## config.mk

```make
export PLATFORM = sky130hd
export DESIGN_NAME = alu_1bit
export DESIGN_NICKNAME = d
export VERILOG_FILES = /design/src/rtl/alu_pkg.sv /design/src/rtl/full_adder_1bit.sv /design/src/rtl/alu_1bit.sv
export SDC_FILE = /design/constraint.sdc
export NUM_CORES = 1
export LEC_CHECK = 0
export ABC_AREA = 1
export BUFFER_PORTS_ARGS = -buffer_cell sky130_fd_sc_hd__clkbuf_2
export CAP_MARGIN = 5
export CORE_AREA = 2 2 39 41
export CTS_CLUSTER_SIZE = 8
export DETAILED_ROUTE_END_ITERATION = 10
export DIE_AREA = 0 0 41 43
export GPL_TIMING_DRIVEN = 1
export SLEW_MARGIN = 20
export SYNTH_ARGS = -nofsm -noshare
export SYNTH_HDL_FRONTEND = slang
export SYNTH_SLANG_ARGS = --single-unit
```

## constraint.sdc

```tcl
create_clock -name clk -period 4 [get_ports clk]
set_input_delay 0.6 -clock clk [delete_from_list [all_inputs] [get_ports clk]]
set_output_delay 0.6 -clock clk [all_outputs]
set_load 0.05 [all_outputs]
```

## src/rtl/alu_pkg.sv

```systemverilog
// Shared ALU definitions: op-code encoding and small decode helpers.
// Used by the bit-slice ALU, the word-level ALU and the control decoder.
package alu_pkg;

    localparam logic [2:0] OP_ADD  = 3'b000;
    localparam logic [2:0] OP_XOR  = 3'b001;
    localparam logic [2:0] OP_SUB  = 3'b010;
    localparam logic [2:0] OP_RSVD = 3'b011;
    localparam logic [2:0] OP_AND  = 3'b100;
    localparam logic [2:0] OP_OR   = 3'b101;
    localparam logic [2:0] OP_NOR  = 3'b110;
    localparam logic [2:0] OP_SLT  = 3'b111;

    // SUB and SLT both compute a + ~b + cin; only ADD feeds b through unchanged.
    function automatic logic op_inverts_b(input logic [2:0] op);
        return (op == OP_SUB) || (op == OP_SLT);
    endfunction

    // Only the arithmetic ops drive the carry chain; logic ops and the
    // reserved code force cout low so the chain never sees stale carries.
    function automatic logic op_uses_carry(input logic [2:0] op);
        return (op == OP_ADD) || (op == OP_SUB) || (op == OP_SLT);
    endfunction

endpackage

```

## src/rtl/full_adder_1bit.sv

```systemverilog
// Combinational one-bit full adder.
module full_adder_1bit (
    input  logic a,
    input  logic b,
    input  logic cin,
    output logic s,
    output logic c
);

    assign s = a ^ b ^ cin;
    assign c = (a & b) | (a & cin) | (b & cin);

endmodule

```

## src/rtl/alu_1bit.sv

```systemverilog
// One bit slice of the datapath ALU. Slices chain through cin/cout; result
// and cout are registered, so each slice has one cycle of latency.
module alu_1bit
    import alu_pkg::*;
(
    input  logic       clk,
    input  logic       rst,
    output logic       result,
    output logic       cout,
    input  logic       a,
    input  logic       b,
    input  logic [2:0] op,
    input  logic       cin,
    input  logic       less
);

    logic bb;
    logic fa_s;
    logic fa_c;
    logic result_nxt;
    logic cout_nxt;
    logic result_p1;
    logic cout_p1;

    // Operand B is inverted for subtraction-style ops ahead of the adder.
    assign bb = op_inverts_b(op) ? ~b : b;

    full_adder_1bit u_fa (
        .a   (a),
        .b   (bb),
        .cin (cin),
        .s   (fa_s),
        .c   (fa_c)
    );

    // Op-select mux: picks this slice's result and gates the carry-out.
    always_comb begin
        result_nxt = 1'b0;
        case (op)
            OP_ADD:  result_nxt = fa_s;
            OP_XOR:  result_nxt = a ^ b;
            OP_SUB:  result_nxt = fa_s;
            OP_AND:  result_nxt = a & b;
            OP_OR:   result_nxt = a | b;
            OP_NOR:  result_nxt = ~(a | b);
            OP_SLT:  result_nxt = less;   // adder still runs so the MSB can form the sign
            default: result_nxt = 1'b0;   // reserved code
        endcase
        cout_nxt = op_uses_carry(op) ? fa_c : 1'b0;
    end

    // ---- stage boundary: output register ----
    // Output flops: cleared by reset, otherwise capture the slice function.
    always_ff @(posedge clk) begin
        if (rst) begin
            result_p1 <= 1'b0;
            cout_p1   <= 1'b0;
        end else begin
            result_p1 <= result_nxt;
            cout_p1   <= cout_nxt;
        end
    end

    assign result = result_p1;
    assign cout   = cout_p1;

endmodule

```

# Word-level counts from Yosys, hierarchy flattened
# Index checks and enable logic that the tools add are counted.
# totals
register_bits	2
latch_bits	0
mem_bits_rw	0
romBits	0
elab_cells	29
memories	0
# classes
n_addsub	0
mul	0
n_div	0
magnitude_cmp	0
n_eq_ne	6
shifts	0
muxes	2
bitwise	13
n_reduce_logical	6
# ops
operator	count
$eq 3x3->1 const B	4
$pmux 1 s6	1
$and 1x1->1	4
$reduce_or 2->1	2
$eq 3x1->1 const B	1
$eq 3x2->1 const B	1
$logic_not 3->1	1
$logic_or 1x1->1	3
$not 1->1	3
$or 1x1->1	3
$xor 1x1->1	3
$mux 1	1

# Longest topological paths before layout
# Gate-level depths: netlist of the first run.
# depth
depth_word	6
ltp_mapped	10

# Cells and area by module
# Synthesis of the first run repeated with hierarchy kept, for this count alone.
# hier_totals
cells_unflattened	34
area_unflattened_um2	215.2
# by_module_without_submodules
mod	n_inst	cells_each	area_each_um2
alu_1bit	1	33	195.2
full_adder_1bit	1	1	20.0

# Worst setup path after synthesis of the first run
# OpenSTA, ideal clock, no wires.
# synth_path
kind	in2reg
start	input op[0]
end	register result_p1 (netlist: result)
arrival_time_ns	1.735
t_required_ns	3.890
setup_slack_ns	2.155
stages	10
cell_sequence	nor2_1 inv_1 nand2_1 nand2_1 xor2_1 fa_1 nand2_1 nand3_2 nor2_2 nor2_2
# synth_via
elab_chain_cells	6
word_cells_on_any_way	13
classes_between	eq/ne: 6; mux: 2; bitwise: 2; reduce/logical: 3
# synth_rtl
item	line_no	rtl
start, declared	alu_1bit.sv:12	input logic [2:0] op,
$eq 3x2->1 or $eq 3x3->1 (tied branches)	alu_pkg.sv:16, alu_1bit.sv:39	
$logic_or 1x1->1	alu_pkg.sv:16	return (op == OP_SUB) || (op == OP_SLT);
$mux 1	alu_1bit.sv:26	assign bb = op_inverts_b(op) ? ~b : b;
$xor 1x1->1 (2 in series)	full_adder_1bit.sv:10	assign s = a ^ b ^ cin;
$pmux 1 s6 *	alu_1bit.sv:39	case (op)
end signal, assigned	alu_1bit.sv:59	result_p1 <= result_nxt;
end, declared	alu_1bit.sv:22	logic result_p1;
# Every way passes the cells marked *; elsewhere a longest branch is shown, timed or not.
# A chain may end at the register's enable or synchronous reset.

# Worst setup path in the final report of the first run
# Same ends and word-level chain as after synthesis.

==> results by group, run 1 <==
Placement
  – GP Congestion: 0.719
  – DP Worst Slack: 1.94 ns
  – Number of buffers added on ports: 10
  – Hpwl dp: 375 µm

Setup path
  – Worst setup path class: in2reg
  – Req. time, crit path: 4.12 ns
  – Crit. Startpoint: op[0]
  – Nature of the critical path endpoint: flip-flop
  – Slowest CP cell: fa_1
  – CP max stage delay: 0.42 ns
  – Worst path cell trace: clkbuf_2 > nor2_1 > inv_1 > nand2_1 > nand2_1 > xor2_1 > fa_1 > nand2_1 > nand3_2 > nor2_2 > nor2_2
  – Most used cell, CP: nand2_1
  – WP data arrival: 1.94 ns
  – Cell family with most CP delay: simple AND/OR/NAND/NOR gates
  – Worst-path fanout max: 5
  – WP buf/inv: 2
  – Worst setup SP type: input port

Layout
  – Nets: 60
  – Synth-to-Final Area Change: 43.8%
  – Antenna diodes: 0
  – Multi-input logic area: 145 µm²
  – Commonest non-fill, non-tap cell in the layout: clkbuf_2
  – Register area: 40.0 µm²
  – Share of layout cells above drive strength 1: 0.348
  – Most frequent cells in the layout: 10 x clkbuf_2, 9 x nand2_1, 7 x inv_1
  – Fillers: 157

Floorplan
  – Floorplan core area: 0.00138 mm²
  – DIE HEIGHT: 43 µm
  – Initial core utilization: 0.153
  – I/O pin count: 11
  – Die area: 0.00176 mm²
  – Die Width: 41 µm
  – Row Count: 14

Route
  – First-pass detailed-route iteration total: 2
  – Via count: 219
  – Via-to-Cell Ratio: 3.53
  – Residual DRC: 0
  – Initial DRC Count: 2
  – Antenna Nets Post-Route: 0
  – Final WL: 432 µm
  – Routed wire per std cell: 6.97 µm

STA
  – Slew Viols, Final: 0
  – Min cycle time layout: 1.82 ns
  – Setup TNS: 0 ns
  – Final hold violations: 0
  – Final WS setup: 2.18 ns
  – Final period utilization: 0.456
  – RSZ-0062 raised after global routing: false
  – Least-Margin Pin Slew: 0.276 ns
  – Max transition margin: 0.817
  – Final setup vio count: 0
  – Max Clock Freq: 549 MHz

Clocking
  – PostCTS Resize Cnt: 0
  – CTS Buffer Depth: 2
  – H-Tree Level Count: 1
  – Clock tree sinks: 2
  – Worst-path clk slew: 0.03 ns
  – CTS tree: yes
  – CTS hold repair buffers: 0
  – Inserted Clock Buffers: 3
  – Root buf cell: clkbuf_4
  – Post-CTS Setup Bufs: 0

Hold path
  – Worst hold stages: 2
  – WHS Endpoint: result
  – Hold crit path type: in2reg
  – Worst min-delay path startpoint: rst

Global route
  – GRT Overall Usage: 0.0673
  – Total gr overflow: 0
  – Vias in the first global route: 228
  – Largest net degree at the start of global routing: 7
  – First-pass GRT wire length: 814 µm
  – Antenna violations before repair: 0

Synth
  – Compound-Gate Fraction of Synth Area: 0
  – Yosys warning count: 0
  – Post-Synth Simple-Gate Area: 0.432
  – Synth Area in Adders: 0.213
  – Post-synthesis sequential area ratio: 0.189
  – Main combinational cell family by area after synthesis: simple AND/OR/NAND/NOR gates
  – Xor and xnor area share after synthesis: 0.0414
  – Post-synthesis cell type with the largest combined area: dfxtp_1
  – Cells after Synth: 33
  – Synthesized area: 211 µm²
  – Yosys top cell area share: 0.189
  – Synthesized area per cell: 6.41 µm²
  – Area contributors post-synth: dfxtp_1 19%, nand2_1 16%, inv_1 12%
  – Post-synth cell types: 12
  – Post-synthesis mux area share: 0
  – Synthesized flop and latch total: 2
  – Syn nets: 45

Power and ir drop
  – Tot Pwr: 0.0925 mW
  – Leak: 0.180 nW
  – Int Pwr: 0.0645 mW
  – PwrDens: 304 mW/mm²
  – Logic pwr share: 0.287
  – Worst vdd ir: 0.0999 mV
  – Clk network pwr share: 0.477
  – Net Sw Frac: 0.303
  – Reg power frac: 0.236
  – Psw: 0.0280 mW

Job
  – Max-cap check violation count: 0

Outcome
  – Status: completed
==> cell type report <==
class,instances,area share
Multi-Input combinational cell,24,0.477
Timing Repair Buffer,10,0.165
Sequential cell,2,0.132
Inverter,7,0.0864
Clock buffer,3,0.0741
Tap cell,16,0.0658
==> worst max path at each step <==
stage / endpoint / slack, ns / cells after the start
after floorplan: result / 2.15 / 10
after global placement: result / 1.98 / 11
after detailed placement: result / 1.94 / 11
after CTS: result / 2.18 / 11
after global routing: result / 2.02 / 11
final: result / 2.18 / 11
==> cells in the mapped netlist <==
cell / count
nor2_1: 5
nand3_1: 1
fa_1: 1
nand3_2: 1
nand2_1: 9
ha_1: 2
nor3_1: 1
nand4_1: 1
inv_1: 7
nor2_2: 2
dfxtp_1: 2
xor2_1: 1
==> power groups by stage <==
stage / sequential [mW] / combinational, mW / clock (mW)
finish: 0.0218 / 0.0266 / 0.0441
global route: 0.0220 / 0.0304 / 0.0480
CTS: 0.0219 / 0.0270 / 0.0466
detailed placement: 0.0221 / 0.0270 / 0
global placement: 0.0220 / 0.0263 / 0
floorplan: 0.0272 / 0.0123 / 0
==> cell families (layout without fill, tap and decap cells) <==
| family | after synthesis | in the layout |
|---|---|---|
| and+or+nand+nor | 20 | 20 |
| buffers and inverters | 7 | 20 |
| adders and majority gates | 3 | 3 |
| DFF | 2 | 2 |
| xor gates and xnor gates | 1 | 1 |
==> flip-flops by register name (all words and copies together), names as in the netlist <==
signal and count:
result 1, cout 1
==> metrics by stage <==
step / instances / cell area, µm² / hold slack [ns] / utilization
floorplan: 33 / 211 / 0.667 / -
global placement: 59 / 282 / 0.789 / 0.203
detailed placement: 59 / 282 / 0.786 / 0.203
CTS: 62 / 304 / 0.548 / 0.220
global route: 62 / 304 / 0.556 / 0.220
finish: 62 / 304 / 0.553 / 0.220
==> per-layer routing <==
metal | track usage | vias up | routed length [µm]
met5 | 0 | - | 0
met4 | 0.0200 | 0 | 0
met3 | 0.0366 | 0 | 33
met2 | 0.100 | 7 | 223
met1 | 0.0804 | 88 | 175
li1 | - | 124 | -
(Power assumes the default switching activity.)
==> run 2: changes to the inputs <==
==> constraint.sdc (replaced) <==
create_clock -name clk -period 1.9 [get_ports clk]
set_input_delay 0.285 -clock clk [delete_from_list [all_inputs] [get_ports clk]]
set_output_delay 0.285 -clock clk [all_outputs]
set_load 0.05 [all_outputs]
==> run 2 against run 1 <==
  * Sequential share of layout area unchanged
  * Clock-buffer cell count unchanged
  * Die area unchanged
  * Design area unchanged
  * Critical path depth unchanged
  * Sequential cell count unchanged
  * Total power grew 110%
  * Combinational power up 110%
  * Setup slack worse by 1.8 ns
  * Critical endpoint unchanged
  * Largest cell class unchanged
  * Largest power group unchanged
==> results by group, run 2 (synthesized netlist as in run 1, its figures left out) <==
Job
  – Max-cap check violation count: 0

Setup path
  – WP data arrival: 1.63 ns
  – CP max stage delay: 0.42 ns
  – Worst path cell trace: clkbuf_2 > nor2_1 > inv_1 > nand2_1 > nand2_1 > xor2_1 > fa_1 > nand2_1 > nand3_2 > nor2_2 > nor2_2
  – Nature of the critical path endpoint: flip-flop
  – Cell family with most CP delay: simple AND/OR/NAND/NOR gates
  – WP buf/inv: 2
  – Most used cell, CP: nand2_1
  – Worst-path fanout max: 5
  – Worst setup path class: in2reg
  – Worst setup SP type: input port
  – Slowest CP cell: fa_1
  – Req. time, crit path: 2.02 ns

Global route
  – Vias in the first global route: 201
  – Total gr overflow: 0
  – First-pass GRT wire length: 759 µm
  – Antenna violations before repair: 0
  – Largest net degree at the start of global routing: 7
  – GRT Overall Usage: 0.0632

STA
  – Final setup vio count: 0
  – Least-Margin Pin Slew: 0.276 ns
  – Final period utilization: 0.795
  – RSZ-0062 raised after global routing: false
  – Max transition margin: 0.817
  – Min cycle time layout: 1.51 ns
  – Final hold violations: 0
  – Max Clock Freq: 662 MHz
  – Setup TNS: 0 ns
  – Slew Viols, Final: 0

Clocking
  – Clock tree sinks: 2
  – Inserted Clock Buffers: 3
  – Root buf cell: clkbuf_4
  – CTS hold repair buffers: 0
  – Post-CTS Setup Bufs: 0
  – CTS Buffer Depth: 2
  – H-Tree Level Count: 1
  – CTS tree: yes
  – PostCTS Resize Cnt: 0
  – Worst-path clk slew: 0.03 ns

Hold path
  – Worst hold stages: 2
  – Hold crit path type: in2reg
  – Worst min-delay path startpoint: rst
  – WHS Endpoint: result

Placement
  – Number of buffers added on ports: 10
  – GP Congestion: 0.649
  – Area post-placement: 282 µm²

Outcome
  – Status: completed

Power and ir drop
  – Worst vdd ir: 0.249 mV
  – Leak: 0.180 nW
  – PwrDens: 636 mW/mm²
  – Tot Pwr: 0.194 mW

Route
  – First-pass detailed-route iteration total: 2
  – Residual DRC: 0
  – Routed wire per std cell: 7.15 µm
  – Final WL: 443 µm
  – Via count: 233
  – Antenna Nets Post-Route: 0
  – Initial DRC Count: 1
  – Via-to-Cell Ratio: 3.76

Floorplan
  – Die Width: 41 µm
  – Row Count: 14
  – I/O pin count: 11
  – Initial core utilization: 0.153
  – DIE HEIGHT: 43 µm
  – Die area: 0.00176 mm²
  – Floorplan core area: 0.00138 mm²

Layout
  – Design Area, Final: 304 µm²
  – Nets: 60
  – Most frequent cells in the layout: 10 x clkbuf_2, 9 x nand2_1, 7 x inv_1
  – Synth-to-Final Area Change: 43.8%
  – Commonest non-fill, non-tap cell in the layout: clkbuf_2
  – Fillers: 161
  – Core Util, Final: 0.220
  – Share of layout cells above drive strength 1: 0.348
  – Antenna diodes: 0
-- run 2: report_power, final --
group,total [mW],switching (mW),internal (mW)
registers,0.0459,0.000582,0.0453
clock network,0.0917,0.0222,0.0695
logic,0.0559,0.0351,0.0208
total,0.194,0.0579,0.136
-- run 2: how the worst max path moves through the flow --
stage                     startpoint     end  slack [ns]  depth (start not counted)
after global routing           op[0]  result        0.28                         11
after global placement         op[0]  result        0.18                         11
after CTS                      op[0]  result        0.39                         11
after floorplan                op[0]  result        0.37                         10
after detailed placement       op[0]  result        0.16                         11
final                          op[0]  result        0.39                         11
-- run 2: routing by layer --
metal  global-route usage  up-vias  part of all wire
li1                     -      124                 -
met1               0.0769      104              0.44
met2               0.0938        5              0.51
met3               0.0314        0             0.052
met4               0.0200        0                 0
met5                    0        -                 0
-- run 2: through the flow --
step           std cells  hold WS [ns]  worst slack (ns)
3_3_place_gp          59         0.470             0.184
4_1_cts               62         0.233             0.390
5_1_grt               62         0.241             0.275
3_5_place_dp          59         0.469             0.157
6_report              62         0.239             0.389
2_1_floorplan         33         0.352             0.370
-- run 2: area by class of cell --
class	instances	area, µm²	share of cell area
sequential	2	40.0	0.132
timing repair buffer	10	50.0	0.165
clock buffer	3	22.5	0.0741
multi-input combinational	24	145	0.477
inverter	7	26.3	0.0864
tap	16	20.0	0.0658
==> run 3: changes to the inputs <==
--- a/config.mk
+++ b/config.mk
@@ -5,7 +5,7 @@
 export SDC_FILE = /design/constraint.sdc
 export NUM_CORES = 1
 export LEC_CHECK = 0
-export ABC_AREA = 1
+export ABC_AREA = 0
 export BUFFER_PORTS_ARGS = -buffer_cell sky130_fd_sc_hd__clkbuf_2
 export CAP_MARGIN = 5
 export CORE_AREA = 2 2 39 41
==> constraint.sdc (replaced) <==
create_clock -name clk -period 1.2 [get_ports clk]
set_input_delay 0.18 -clock clk [delete_from_list [all_inputs] [get_ports clk]]
set_output_delay 0.18 -clock clk [all_outputs]
set_load 0.05 [all_outputs]
==> run 3 against run 2 <==
  * The run now ends with negative setup slack left
  * Synthesized area increased by 5.3%
  * First-iteration DRC count unchanged
  * Routed wire length increased by 7.2%
  * Sequential share of layout area decreased by 2.1 points
  * Design area increased by 19%
  * Die area unchanged
  * Critical endpoint unchanged
  * Via count decreased by 4.7%
  * Sequential power increased by 59%
  * Non-clock buffer count increased by 7
  * Highest routed layer unchanged
==> results by group, run 3 <==
Outcome
  – Status: finished, violations left
  – Failing checks: negative setup slack

Placement
  – GP Congestion: 0.718
  – Number of buffers added on ports: 10
  – Hpwl dp: 408 µm

Layout
  – Most frequent cells in the layout: 10 x clkbuf_2, 7 x buf_4, 3 x inv_1, 3 x clkbuf_4
  – Share of layout cells above drive strength 1: 0.571
  – Synth-to-Final Area Change: 62.9%
  – Antenna diodes: 0
  – Core Util, Final: 0.262
  – Commonest non-fill, non-tap cell in the layout: clkbuf_2
  – Nets: 56
  – Fillers: 159

Setup path
  – Worst setup SP type: input port
  – Worst setup path class: in2reg
  – Worst-path fanout max: 2
  – Req. time, crit path: 1.30 ns
  – Worst path cell trace: clkbuf_2 > xor2_1 > nor2_1 > xnor2_1 > fa_1 > nor2b_1 > a311oi_2 > a311oi_2
  – Most used cell, CP: a311oi_2
  – Slowest CP cell: fa_1
  – Nature of the critical path endpoint: flip-flop
  – CP max stage delay: 0.42 ns
  – WP data arrival: 1.51 ns

STA
  – Final WS setup: -0.213 ns
  – Slew Viols, Final: 0
  – Max transition margin: 0.817
  – Final hold violations: 0
  – Worst hold margin: 0.148 ns
  – Max Clock Freq: 708 MHz
  – Min cycle time layout: 1.41 ns
  – Least-Margin Pin Slew: 0.275 ns
  – Final period utilization: 1.18
  – Final setup vio count: 1
  – RSZ-0062 raised after global routing: true

Clocking
  – Root buf cell: clkbuf_4
  – Inserted Clock Buffers: 3
  – H-Tree Level Count: 1
  – Worst-path clk slew: 0.03 ns
  – CTS Buffer Depth: 2
  – Post-CTS Setup Bufs: 0
  – Clock tree sinks: 2
  – CTS tree: yes

Synth
  – Top_reg_cell synth: dfxtp_1
  – Synthesized area per cell: 9.68 µm²
  – Most frequent cell after synthesis: inv_1
  – Post-synthesis sequential area ratio: 0.180
  – Post-synthesis cell type with the largest combined area: dfxtp_1
  – Area contributors post-synth: dfxtp_1 18%, ha_1 11%, fa_1 9.0%
  – Post-synth cell types: 18
  – Synthesized area: 223 µm²
  – Yosys top cell area share: 0.180
  – Synthesized flop and latch total: 2
  – EDFF count, synth: 0
  – Async SR Flop Fraction: 0
  – Yosys warning count: 0
  – Cells after Synth: 23
  – Commonest cells post-synth: 3 x inv_1, 2 x dfxtp_1, 2 x ha_1, 2 x o21bai_1
  – Syn nets: 35

Floorplan
  – I/O pin count: 11
  – Initial core utilization: 0.161
  – Floorplan core area: 0.00138 mm²
  – DIE HEIGHT: 43 µm
  – Die area: 0.00176 mm²
  – Die Width: 41 µm
  – Row Count: 14

Power and ir drop
  – PwrDens: 939 mW/mm²
  – Leak: 0.189 nW
  – Worst vdd ir: 0.265 mV

Route
  – Routed wire per std cell: 8.19 µm
  – Via count: 222
  – Initial DRC Count: 1
  – Residual DRC: 0
  – Via-to-Cell Ratio: 3.83
  – Antenna Nets Post-Route: 0
  – Final WL: 475 µm
  – First-pass detailed-route iteration total: 2

Global route
  – Antenna violations before repair: 0
  – Largest net degree at the start of global routing: 8
  – GRT Overall Usage: 0.0641
  – Total gr overflow: 0
  – Met1 global-route usage: 0.0701
  – First-pass GRT wire length: 710 µm
  – GR Layer Usage met3: 0
  – Busiest grt layer: met2
  – Vias in the first global route: 197
  – Grt met2 use: 0.0938

Hold path
  – Worst hold stages: 2
  – Hold crit path type: in2reg

Job
  – Max-cap check violation count: 0
[run 3: kinds of logic after synthesis]
logic type,count (synthesis),share of synthesized area
muxes,2,0.118
and+or+nand+nor,5,0.124
DFF,2,0.180
xor gates and xnor gates,2,0.0787
buffers and inverters,4,0.101
adders and majority gates,3,0.202
AOI/OAI and AO/OA,5,0.197
[run 3: power breakdown]
| part | switching (mW) | total, mW | internal, mW |
|---|---|---|---|
| combinational | 0.0585 | 0.118 | 0.0590 |
| sequential | 0.000936 | 0.0729 | 0.0720 |
| clock | 0.0399 | 0.150 | 0.110 |
| total | 0.0993 | 0.341 | 0.241 |
[run 3: final cells by class]
| type | count | area [µm²] | area share |
|---|---|---|---|
| Inverter | 3 | 11.3 | 0.0310 |
| Sequential cell | 2 | 40.0 | 0.110 |
| Clock buffer | 3 | 22.5 | 0.0621 |
| Tap cell | 16 | 20.0 | 0.0552 |
| Timing Repair Buffer | 17 | 103 | 0.283 |
| Multi-Input combinational cell | 17 | 166 | 0.459 |
[run 3: worst paths after layout]
path / start / endpoint / slack (ns)
min: rst / result / 0.15
max: op[0] / result / -0.21
[run 3: timing repair]
| item | 4_1_cts | 5_1_grt |
|---|---|---|
| pin swaps | 0 | 1 |
| hold buffers | 0 | 0 |
| gates resized for setup | 1 | 0 |
| setup endpoints to repair | 1 | 1 |
[run 3: critical path, delay by kind of cell]
kind,cells,cell delay [ns]
xor gates and xnor gates,2,0.30
and+or+nand+nor,2,0.25
AOI/OAI and AO/OA,2,0.26
buffers and inverters,1,0.09
adders and majority gates,1,0.42
[run 3: metrics by stage]
step                      TNS [ns]  total power, mW  setup WS [ns]  instance area [µm²]  std cells
after floorplan             -0.471            0.142         -0.433                  223         23
after global placement      -0.620            0.187         -0.515                  334         55
after detailed placement    -0.627            0.189         -0.524                  334         55
after CTS                   -0.226            0.354         -0.226                  363         58
after global routing        -0.316            0.377         -0.316                  363         58
final                       -0.213            0.341         -0.213                  363         58
[run 3: layer usage]
| layer | up-vias | part of all wire |
|---|---|---|
| met1 | 98 | 0.40 |
| met4 | 0 | 0 |
| li1 | 117 | - |
| met5 | - | 0 |
| met3 | 0 | 0.076 |
| met2 | 7 | 0.52 |
